`src/rtl/wb_arbiter_if.sv`:
```
// Write-back arbiter bus: ALU and load result sources, load-issue
// tracking and the register-file write port.
interface wb_arbiter_if #(
  parameter int W     = 8,
  parameter int A     = 3,
  parameter int DEPTH = 2
);
  localparam int N  = 1 << A;
  localparam int CW = $clog2(DEPTH + 1);

  logic          AluValid;
  logic          AluReady;
  logic [A-1:0]  AluAddr;
  logic [W-1:0]  AluData;
  logic          MemValid;
  logic [A-1:0]  MemAddr;
  logic [W-1:0]  MemData;
  logic          LdIssue;
  logic [A-1:0]  LdAddr;
  logic          WriteEn;
  logic [A-1:0]  Waddr;
  logic [W-1:0]  DataIn;
  logic [N-1:0]  Pending;
  logic [CW-1:0] AluCount;
  logic          Hazard;

  modport slave (
    input  AluValid, AluAddr, AluData,
    input  MemValid, MemAddr, MemData,
    input  LdIssue, LdAddr,
    output AluReady, WriteEn, Waddr, DataIn,
    output Pending, AluCount, Hazard
  );

  modport master (
    output AluValid, AluAddr, AluData,
    output MemValid, MemAddr, MemData,
    output LdIssue, LdAddr,
    input  AluReady, WriteEn, Waddr, DataIn,
    input  Pending, AluCount, Hazard
  );
endinterface

```
`src/rtl/wb_arbiter.sv`:
```
// Write-back arbiter: loads win, ALU results queue in a small FIFO,
// pending-load scoreboard flags ALU-vs-load hazards.
module wb_arbiter #(
  parameter int W     = 8,
  parameter int A     = 3,
  parameter int DEPTH = 2
) (
  input logic        Clk,
  input logic        Reset,
  wb_arbiter_if.slave bus
);
  localparam int N  = 1 << A;
  localparam int CW = $clog2(DEPTH + 1);
  localparam int PW = (DEPTH > 1) ? $clog2(DEPTH) : 1;

  logic [CW-1:0] r_count;
  logic [PW-1:0] r_wp;
  logic [PW-1:0] r_rp;
  logic [A-1:0]  r_amem [DEPTH];
  logic [W-1:0]  r_dmem [DEPTH];
  logic          r_we;
  logic [A-1:0]  r_waddr;
  logic [W-1:0]  r_wdata;
  logic [N-1:0]  r_pend;
  logic          r_hz;

  logic          w_rdy;
  logic          w_acc;
  logic          w_ne;
  logic          w_pop;
  logic          w_push;
  logic          w_hz;
  logic          w_we;
  logic [A-1:0]  w_wa;
  logic [W-1:0]  w_wd;
  logic [N-1:0]  w_pend;

  function automatic logic [PW-1:0] inc(
    input logic [PW-1:0] p
  );
    return (p == PW'(DEPTH - 1)) ? '0 : p + PW'(1);
  endfunction

  assign w_rdy  = (r_count < CW'(DEPTH)) && !Reset;
  assign w_acc  = bus.AluValid && w_rdy;
  assign w_ne   = (r_count != '0);
  assign w_pop  = !bus.MemValid && w_ne;
  // An accepted result bypasses the FIFO only when nothing older waits.
  assign w_push = w_acc && (bus.MemValid || w_ne);

  assign w_hz = w_acc &&
    (r_pend[bus.AluAddr] ||
     (bus.LdIssue && bus.LdAddr == bus.AluAddr));

  always_comb begin
    w_we = 1'b0;
    w_wa = r_waddr;
    w_wd = r_wdata;
    priority case (1'b1)
      bus.MemValid: begin
        w_we = 1'b1;
        w_wa = bus.MemAddr;
        w_wd = bus.MemData;
      end
      w_ne: begin
        w_we = 1'b1;
        w_wa = r_amem[r_rp];
        w_wd = r_dmem[r_rp];
      end
      w_acc: begin
        w_we = 1'b1;
        w_wa = bus.AluAddr;
        w_wd = bus.AluData;
      end
      default: ;
    endcase
  end

  // Set after clear so a new load to the same register wins.
  always_comb begin
    w_pend = r_pend;
    if (bus.MemValid) w_pend[bus.MemAddr] = 1'b0;
    if (bus.LdIssue)  w_pend[bus.LdAddr]  = 1'b1;
  end

  always_ff @(posedge Clk or posedge Reset) begin
    if (Reset) begin
      r_count <= '0;
      r_wp    <= '0;
      r_rp    <= '0;
      r_we    <= 1'b0;
      r_waddr <= '0;
      r_wdata <= '0;
      r_pend  <= '0;
      r_hz    <= 1'b0;
    end else begin
      r_count <= r_count + CW'(w_push) - CW'(w_pop);
      if (w_push) r_wp <= inc(r_wp);
      if (w_pop)  r_rp <= inc(r_rp);
      r_we    <= w_we;
      r_waddr <= w_wa;
      r_wdata <= w_wd;
      r_pend  <= w_pend;
      r_hz    <= w_hz;
    end
  end

  always_ff @(posedge Clk) begin
    if (w_push) begin
      r_amem[r_wp] <= bus.AluAddr;
      r_dmem[r_wp] <= bus.AluData;
    end
  end

  assign bus.AluReady = w_rdy;
  assign bus.AluCount = r_count;
  assign bus.WriteEn  = r_we;
  assign bus.Waddr    = r_waddr;
  assign bus.DataIn   = r_wdata;
  assign bus.Pending  = r_pend;
  assign bus.Hazard   = r_hz;
endmodule

```
`src/flat_wrapper.sv`:
```
// flat-port wrapper written by rule: the top's interface ports become plain ports
module wb_arbiter_flat 
#(
  parameter int W     = 8,
  parameter int A     = 3,
  parameter int DEPTH = 2
)
  (Clk, Reset, bus_AluValid, bus_AluAddr, bus_AluData, bus_MemValid, bus_MemAddr, bus_MemData, bus_LdIssue, bus_LdAddr, bus_AluReady, bus_WriteEn, bus_Waddr, bus_DataIn, bus_Pending, bus_AluCount, bus_Hazard);
  wb_arbiter_if #(.W(W), .A(A), .DEPTH(DEPTH)) bus_i ();
  input logic Clk;
  input logic Reset;
  input wire logic [$bits(bus_i.AluValid)-1:0] bus_AluValid;
  input wire logic [$bits(bus_i.AluAddr)-1:0] bus_AluAddr;
  input wire logic [$bits(bus_i.AluData)-1:0] bus_AluData;
  input wire logic [$bits(bus_i.MemValid)-1:0] bus_MemValid;
  input wire logic [$bits(bus_i.MemAddr)-1:0] bus_MemAddr;
  input wire logic [$bits(bus_i.MemData)-1:0] bus_MemData;
  input wire logic [$bits(bus_i.LdIssue)-1:0] bus_LdIssue;
  input wire logic [$bits(bus_i.LdAddr)-1:0] bus_LdAddr;
  output wire logic [$bits(bus_i.AluReady)-1:0] bus_AluReady;
  output wire logic [$bits(bus_i.WriteEn)-1:0] bus_WriteEn;
  output wire logic [$bits(bus_i.Waddr)-1:0] bus_Waddr;
  output wire logic [$bits(bus_i.DataIn)-1:0] bus_DataIn;
  output wire logic [$bits(bus_i.Pending)-1:0] bus_Pending;
  output wire logic [$bits(bus_i.AluCount)-1:0] bus_AluCount;
  output wire logic [$bits(bus_i.Hazard)-1:0] bus_Hazard;
  assign bus_i.AluValid = bus_AluValid;
  assign bus_i.AluAddr = bus_AluAddr;
  assign bus_i.AluData = bus_AluData;
  assign bus_i.MemValid = bus_MemValid;
  assign bus_i.MemAddr = bus_MemAddr;
  assign bus_i.MemData = bus_MemData;
  assign bus_i.LdIssue = bus_LdIssue;
  assign bus_i.LdAddr = bus_LdAddr;
  assign bus_AluReady = bus_i.AluReady;
  assign bus_WriteEn = bus_i.WriteEn;
  assign bus_Waddr = bus_i.Waddr;
  assign bus_DataIn = bus_i.DataIn;
  assign bus_Pending = bus_i.Pending;
  assign bus_AluCount = bus_i.AluCount;
  assign bus_Hazard = bus_i.Hazard;
  wb_arbiter #(.W(W), .A(A), .DEPTH(DEPTH)) u_core (.Clk(Clk), .Reset(Reset), .bus(bus_i));
endmodule
```
`config.mk`:
```
export PLATFORM = sky130hd
export DESIGN_NAME = wb_arbiter_flat
export DESIGN_NICKNAME = d
export VERILOG_FILES = /design/src/rtl/wb_arbiter_if.sv /design/src/rtl/wb_arbiter.sv /design/src/flat_wrapper.sv
export SDC_FILE = /design/constraint.sdc
export NUM_CORES = 1
export LEC_CHECK = 0
export ABC_AREA = 1
export CORE_AREA = 2 2 70 72
export CTS_CLUSTER_SIZE = 8
export DETAILED_ROUTE_END_ITERATION = 16
export DIE_AREA = 0 0 72 74
export HOLD_SLACK_MARGIN = 0.08
export PLACE_DENSITY = 0.78
export SETUP_SLACK_MARGIN = 0.02
export SYNTH_ARGS = -nofsm -noshare
export SYNTH_HDL_FRONTEND = slang
export SYNTH_SLANG_ARGS = --single-unit
```
`constraint.sdc`:
```
create_clock -name Clk -period 1.88 [get_ports Clk]
set_input_delay 0.376 -clock Clk [delete_from_list [all_inputs] [get_ports Clk]]
set_output_delay 0.376 -clock Clk [all_outputs]
set_load 0.02 [all_outputs]
```
# Yosys cells after proc, flatten, opt, wreduce, memory -nomap -nowiden
# Memory sizes are Yosys's and may differ from the RTL's.
# Cells that the tools add are included.
[totals]
latchBits = 0
ram_bits = 22
in_bits = 30
output_inout_bits = 24
regBits = 25
memories = 2
wordCells = 59
romBits = 0
[memory_table]
columns = ["memory", "depth", "width", "read_ports", "rd_ports_with_merged_regs", "wr", "line", "rtl"]
rows = [
  ["u_core.r_dmem", 2, 8, 1, 0, 1, "wb_arbiter.sv:20", "logic [W-1:0] r_dmem [DEPTH];"],
  ["u_core.r_amem", 2, 3, 1, 0, 1, "wb_arbiter.sv:19", "logic [A-1:0] r_amem [DEPTH];"],
]
[classes]
n_reduce_logical = 14
muxes = 21
eq_ne = 1
order_cmp = 6
n_mul = 0
addsub = 4
shift = 0
n_bitwise = 3
div_mod_pow = 0
[ops]
columns = ["operator", "count"]
rows = [
  ["two-way mux 8 bit", 5],
  ["less-than comparator 3 x 4 -> 1 bit (second input constant)", 3],
  ["two-way mux 1 bit", 10],
  ["two-way mux 3 bit", 3],
  ["bitwise AND 8 bit", 1],
  ["logical AND 1 bit", 8],
  ["NOT 8 bit", 1],
  ["OR 8 bit", 1],
  ["demux 1 bit (select 3 bit)", 2],
  ["greater-or-equal comparator 3 x 1 -> 1 bit (second input constant)", 2],
  ["binary-select mux 1 bit (select 3 bit)", 1],
  ["== test 3 bit", 1],
  ["nonzero test 3 bit", 1],
  ["adder 1 bit (second input constant)", 2],
  ["adder 2 x 1 -> 2 bit", 1],
  ["zero test 1 bit", 2],
  ["logical OR 1 bit", 2],
  ["less-than comparator 2 bit (second input constant)", 1],
  ["nonzero test 2 bit", 1],
  ["subtractor 2 x 1 -> 2 bit", 1],
]

# Longest topological paths before layout
[depth]
depth_word = 9
depth_mapped = 8
mapped_depth_nobuf = 8

# Worst setup path before layout
# Ideal clock, no wire load.
[synth_path]
path_type = "register -> register"
start = "register u_core.r_count[1], in the netlist u_core.bus.AluCount[1]"
end = "memory u_core.r_amem[1][0], enable pin"
path_buffers = 0
t_required_ps = 1500
stages_incl_launch_ff = 6
setup_ps = 380
setup_slack_ps = -72
t_arrival_ps = 1572
synth_period_minus_slack_ps = 1952
path_cell_list = "dfrtp_1 > nor2_2 > nand2_2 > inv_2 > nand2_1 > nor2_1"
[synth_between]
elab_chain_len = 6
word_cells_on_any_way = 8
cone_classes = "order compare (1); mux (2); reduce/logical (5)"
[synth_lines]
columns = ["element", "line", "rtl"]
rows = [
  ["start: declaration", "wb_arbiter.sv:16", "logic [CW-1:0] r_count;"],
  ["start signal: assignment", "wb_arbiter.sv:97", "r_count <= r_count + CW'(w_push) - CW'(w_pop);"],
  ["less-than comparator 2 bit", "wb_arbiter.sv:44", "assign w_rdy = (r_count < CW'(DEPTH)) && !Reset;"],
  ["logical AND 1 bit", "wb_arbiter.sv:44", ""],
  ["net bus_AluReady", "flat_wrapper.sv:20", "output wire logic [$bits(bus_i.AluReady)-1:0] bus_AluReady;"],
  ["logical AND 1 bit", "wb_arbiter.sv:45", "assign w_acc = bus.AluValid && w_rdy;"],
  ["logical AND 1 bit", "wb_arbiter.sv:49", "assign w_push = w_acc && (bus.MemValid || w_ne);"],
  ["two-way mux 1 bit", "wb_arbiter.sv:109", "if (w_push) begin"],
  ["two-way mux 1 bit (not written as such)", "wb_arbiter.sv:110", "r_amem[r_wp] <= bus.AluAddr;"],
  ["end: declaration", "wb_arbiter.sv:19", ""],
]
# The timed path passes the listed nets, and every way through them passes these cells.

# Final worst setup path
[layout_path]
start = "register u_core.r_count[1], in the netlist u_core.bus.AluCount[1]"
end = "output bus_AluCount[1]"
[layout_rtl]
columns = ["element", "line", "rtl"]
rows = [
  ["end: declaration", "flat_wrapper.sv:25", "output wire logic [$bits(bus_i.AluCount)-1:0] bus_AluCount;"],
]
# No word-level cell between the ends.

==> run summary <==
On the final layout, the worst clock skew is 4.23 ps. The worst-case clock buffer depth came out at 2. The utilization of the core after routing came out at 64.4%. The final layout contains 335 nets.

The placed wire-length estimate came out at 3470 um. The initial antenna violation count is 0. Broken down by cell family, the worst path's largest delay share belongs to buffers and inverters. VDD sags by at most 0.648 mV.

The number of max-cap violations came out at 0. Summed over all layers, the routed wires come to 4900 um. The synthesized area per cell is 9.15 sq um. The largest total area in the synthesized netlist belongs to sky130_fd_sc_hd__edfxtp_1. The number of library cell types mapped by synthesis is 23. The remaining antenna violation count is 0. The first routing iteration left 134 violations. The worst hold path belongs to the class in2async. By instance count, the leading cell after synthesis is sky130_fd_sc_hd__nand2_1.

For the worst-skew pair, the clock arrives at the later sink with an insertion delay of 300 ps. The number of slew-limit violations in the final report came out at 0. The cell area after synthesis came out at 2190 sq um. Compared with the post-synthesis result, the final layout area differs by 35.5%. The die covers 5330 sq um. The slack of the worst reg-to-reg path came out at 400 ps. In this run the core area contains 25 standard-cell rows. Summing all multi-input logic gate instances after layout gives 747 sq um. Summing the areas of all xor and xnor instances in the mapped netlist gives 1.20% of the synthesized area. The area of all sequential standard cells is 1290 sq um.

Summing the areas of all compound-gate instances in the mapped netlist gives 9.33% of the synthesized area. For this configuration, the core starts out at a cell density of 47.5%. The buffers plus inverters on the worst setup path is 1. The final critical path takes up 94.8% of the cycle. Counting the fill cells in the layout gives 380. The post-CTS repair timing setup buffer count came out at 0. Before antenna repair, the detailed router went through 5 iterations.

For the final routed database, the setup TNS stands at 0 ps. The startpoint-to-endpoint class of the critical path is reg2out. Setup violations remaining at the end of the flow were counted as 0. STA classifies the critical path startpoint as a register. For the pin with the worst max-slew slack, the measured transition is 613 ps.

The H-tree was split into 2 levels. The combined global-route utilization of all metal layers is 20.7%. The post-cts repair resize count came out at 1. The total global routing overflow is 0. The highest attainable clock frequency is 561 MHz. In the routed layout, each cell is associated on average with a via count of 5.13. Dividing the detail-routed wire length by the instance count gives 13.7 um. TritonCTS built the clock tree. At the worst endpoint, the required time is 1500 ps. The worst register-to-register path ends at u_core.r_amem[0][1].

The total of hold buffers inserted after clock tree synthesis is 0. The sequential-to-total area share from yosys stat is 58.8%. The critical path goes through clkdlybuf4s50_1. After synthesis the netlist holds a flip-flop and latch count of 47. Setup repair after global routing left no endpoint under its margin. The tree built by TritonCTS fans out to 47 sinks. The number of cells on the worst reg-to-reg path is 7.

The via count of the first global-routing pass was 1948. At the worst endpoint, the arrival time is 1410 ps. The maximum single-stage delay on the critical path came out at 640 ps. The normalized max-slew margin came out at 59.2%.

The port buffer count is 53. The worst setup path is captured at an output pin. The final total power is 0.00370 W. The share of the synthesized area in the top cell type came out at 30.2%.

The top-level I/O count came out at 54. The vertical extent of the die is 74 um. The horizontal die dimension is 72 um.

After synthesis, the largest family of logic cells by area is simple AND/OR/NAND/NOR gates. The leakage power figure is 1.32 nW. The cell area power density came out at 1250 nW/um^2. The run finished with clean final reports. The multiplexer share of the synthesized area is 0%. By area the synthesized netlist is led by sky130_fd_sc_hd__edfxtp_1 30%, sky130_fd_sc_hd__dfrtp_1 29%, sky130_fd_sc_hd__nand2_1 12%, sky130_fd_sc_hd__o21ai_0 5.5%, sky130_fd_sc_hd__nand3_1 4.6%. Subtracting the final worst setup slack from the clock period gives 1780 ps. The maximum fanout along the worst path is 4.

Summing over every cut layer, the via total after detailed routing is 1836. The adder and majority gate portion of the synthesized area came out at 1.14%. The proportion of synthesized flip-flops having asynchronous set or reset is 53.2%. The proportion of layout cells with a drive suffix above 1 is 9.87%.

The count of unresolved DRC violations after routing is 0. At the end of routability-driven placement, the weighted congestion stood at 0.846. The final cell count without fillers is 358. The root buffer cell is sky130_fd_sc_hd__clkbuf_8.

The clock-pin slew reported for the worst setup and hold paths after clock tree synthesis came out at 80 ps. The largest individual stage delay along the critical path comes from the cell sky130_fd_sc_hd__clkdlybuf4s50_1. The total inserted antenna cells came out at 0. Buffers inserted during clock tree synthesis total 5.

The yosys synthesis warning count is 0. The number of enable-type register cells in the synthesized netlist came out at 22. In this run the standard cell core region covers 4600 sq um. After synthesis, the most frequently instantiated cells are 71 x sky130_fd_sc_hd__nand2_1, 25 x sky130_fd_sc_hd__dfrtp_1, 25 x sky130_fd_sc_hd__inv_1.

After Yosys synthesis, and, or, nand and nor cells account for 22.3% of the synthesized area. The most used flip-flop cell after synthesis is sky130_fd_sc_hd__dfrtp_1. The first global-routing pass estimated 8340 um of wire. The cell total after placement is 350. The net count of the mapped netlist came out at 271.

The cell count after synthesis came out at 239. Entering global routing, the biggest net connects 26 pins. The number of hold violations in the final report came to 0. The startpoint identified for the worst register-to-register timing path is u_core.bus.AluCount[1].
sequential cells by signal (all words and copies together) (netlist names):
register and cells:
u_core.bus.Waddr 3, u_core.bus.DataIn 8, u_core.r_amem 6, u_core.bus.WriteEn 1, u_core.bus.AluCount 2, u_core.r_dmem 16
u_core.r_rp 1, u_core.bus.Pending 8, u_core.bus.Hazard 1, u_core.r_wp 1
how the worst max path moves through the flow:
| stage | from | depth (start not counted) | to | slack [ps] |
|---|---|---|---|---|
| floorplan | u_core.bus.AluCount[1] | 5 | u_core.r_amem[1][0] | 100 |
| global placement | Reset | 3 | bus_AluReady | -30 |
| detailed placement | Reset | 3 | bus_AluReady | -60 |
| CTS | u_core.bus.AluCount[1] | 1 | bus_AluCount[1] | 70 |
| global route | u_core.bus.AluCount[1] | 1 | bus_AluCount[1] | 40 |
| finish | u_core.bus.AluCount[1] | 1 | bus_AluCount[1] | 100 |
stage by stage:
stage | instance area, sq um | worst slack [ps] | hold slack, ps
3_3_place_gp | 2850 | -33.6 | 491
3_5_place_dp | 2850 | -58.4 | 500
4_1_cts | 2960 | 73.1 | 488
6_report | 2960 | 97.6 | 487
2_1_floorplan | 2190 | 104 | 403
5_1_grt | 2960 | 36.8 | 545
report_power, final:
group / total [W] / internal, W / switching, W / leakage, nW
clock: 0.000759 / 0.000430 / 0.000329 / 0.0612
sequential: 0.00154 / 0.00133 / 0.000211 / 0.496
combinational: 0.00140 / 0.000650 / 0.000746 / 0.760
total: 0.00370 / 0.00241 / 0.00129 / 1.32
cells by family after synthesis:
kind of cell	after synthesis
flip-flops	47
AND/OR/NAND/NOR	113
AO/OA/AOI/OAI	39
adder cells (fa/ha/maj)	2
buffers and inverters	35
XOR/XNOR	3
cells in the final DEF, fill, tap and decap left out:
master / n
sky130_fd_sc_hd__nand2_1: 71
sky130_fd_sc_hd__clkdlybuf4s50_1: 52
sky130_fd_sc_hd__inv_1: 25
sky130_fd_sc_hd__dfrtp_1: 25
sky130_fd_sc_hd__o21ai_0: 24
sky130_fd_sc_hd__edfxtp_1: 22
sky130_fd_sc_hd__nand3_1: 20
sky130_fd_sc_hd__nor2_1: 13
sky130_fd_sc_hd__o21ai_1: 9
sky130_fd_sc_hd__buf_4: 9
sky130_fd_sc_hd__clkbuf_8: 6
sky130_fd_sc_hd__a31oi_1: 5
sky130_fd_sc_hd__nor2_2: 3
sky130_fd_sc_hd__nor2_4: 2
sky130_fd_sc_hd__inv_2: 2
sky130_fd_sc_hd__nand2_4: 2
sky130_fd_sc_hd__xnor2_1: 2
sky130_fd_sc_hd__ha_1: 2
sky130_fd_sc_hd__buf_12: 2
sky130_fd_sc_hd__inv_4: 1
sky130_fd_sc_hd__nand2_2: 1
sky130_fd_sc_hd__o211ai_1: 1
sky130_fd_sc_hd__xor2_1: 1
sky130_fd_sc_hd__or2_1: 1
sky130_fd_sc_hd__bufinv_16: 1
sky130_fd_sc_hd__clkinv_2: 1
sky130_fd_sc_hd__dlygate4sd2_1: 1
cell type report:
type                       count  area share (%)
inverter                      28            3.63
tap                           54            2.28
clock inverter                 2            1.18
multi-input combinational    157            25.2
timing repair buffer          64            21.5
sequential                    47            43.4
clock buffer                   6            2.79
routing by layer:
metal	vias up	routed length [um]	part of all wire (%)	GRT usage, %
li1	903	-	-	-
met5	-	0	0	0
met1	851	1930	39	23.1
met4	0	78	1.6	10.1
met3	7	369	7.5	3.93
met2	75	2520	51	38.3
Note: power is estimated with default switching activity, not from simulation.
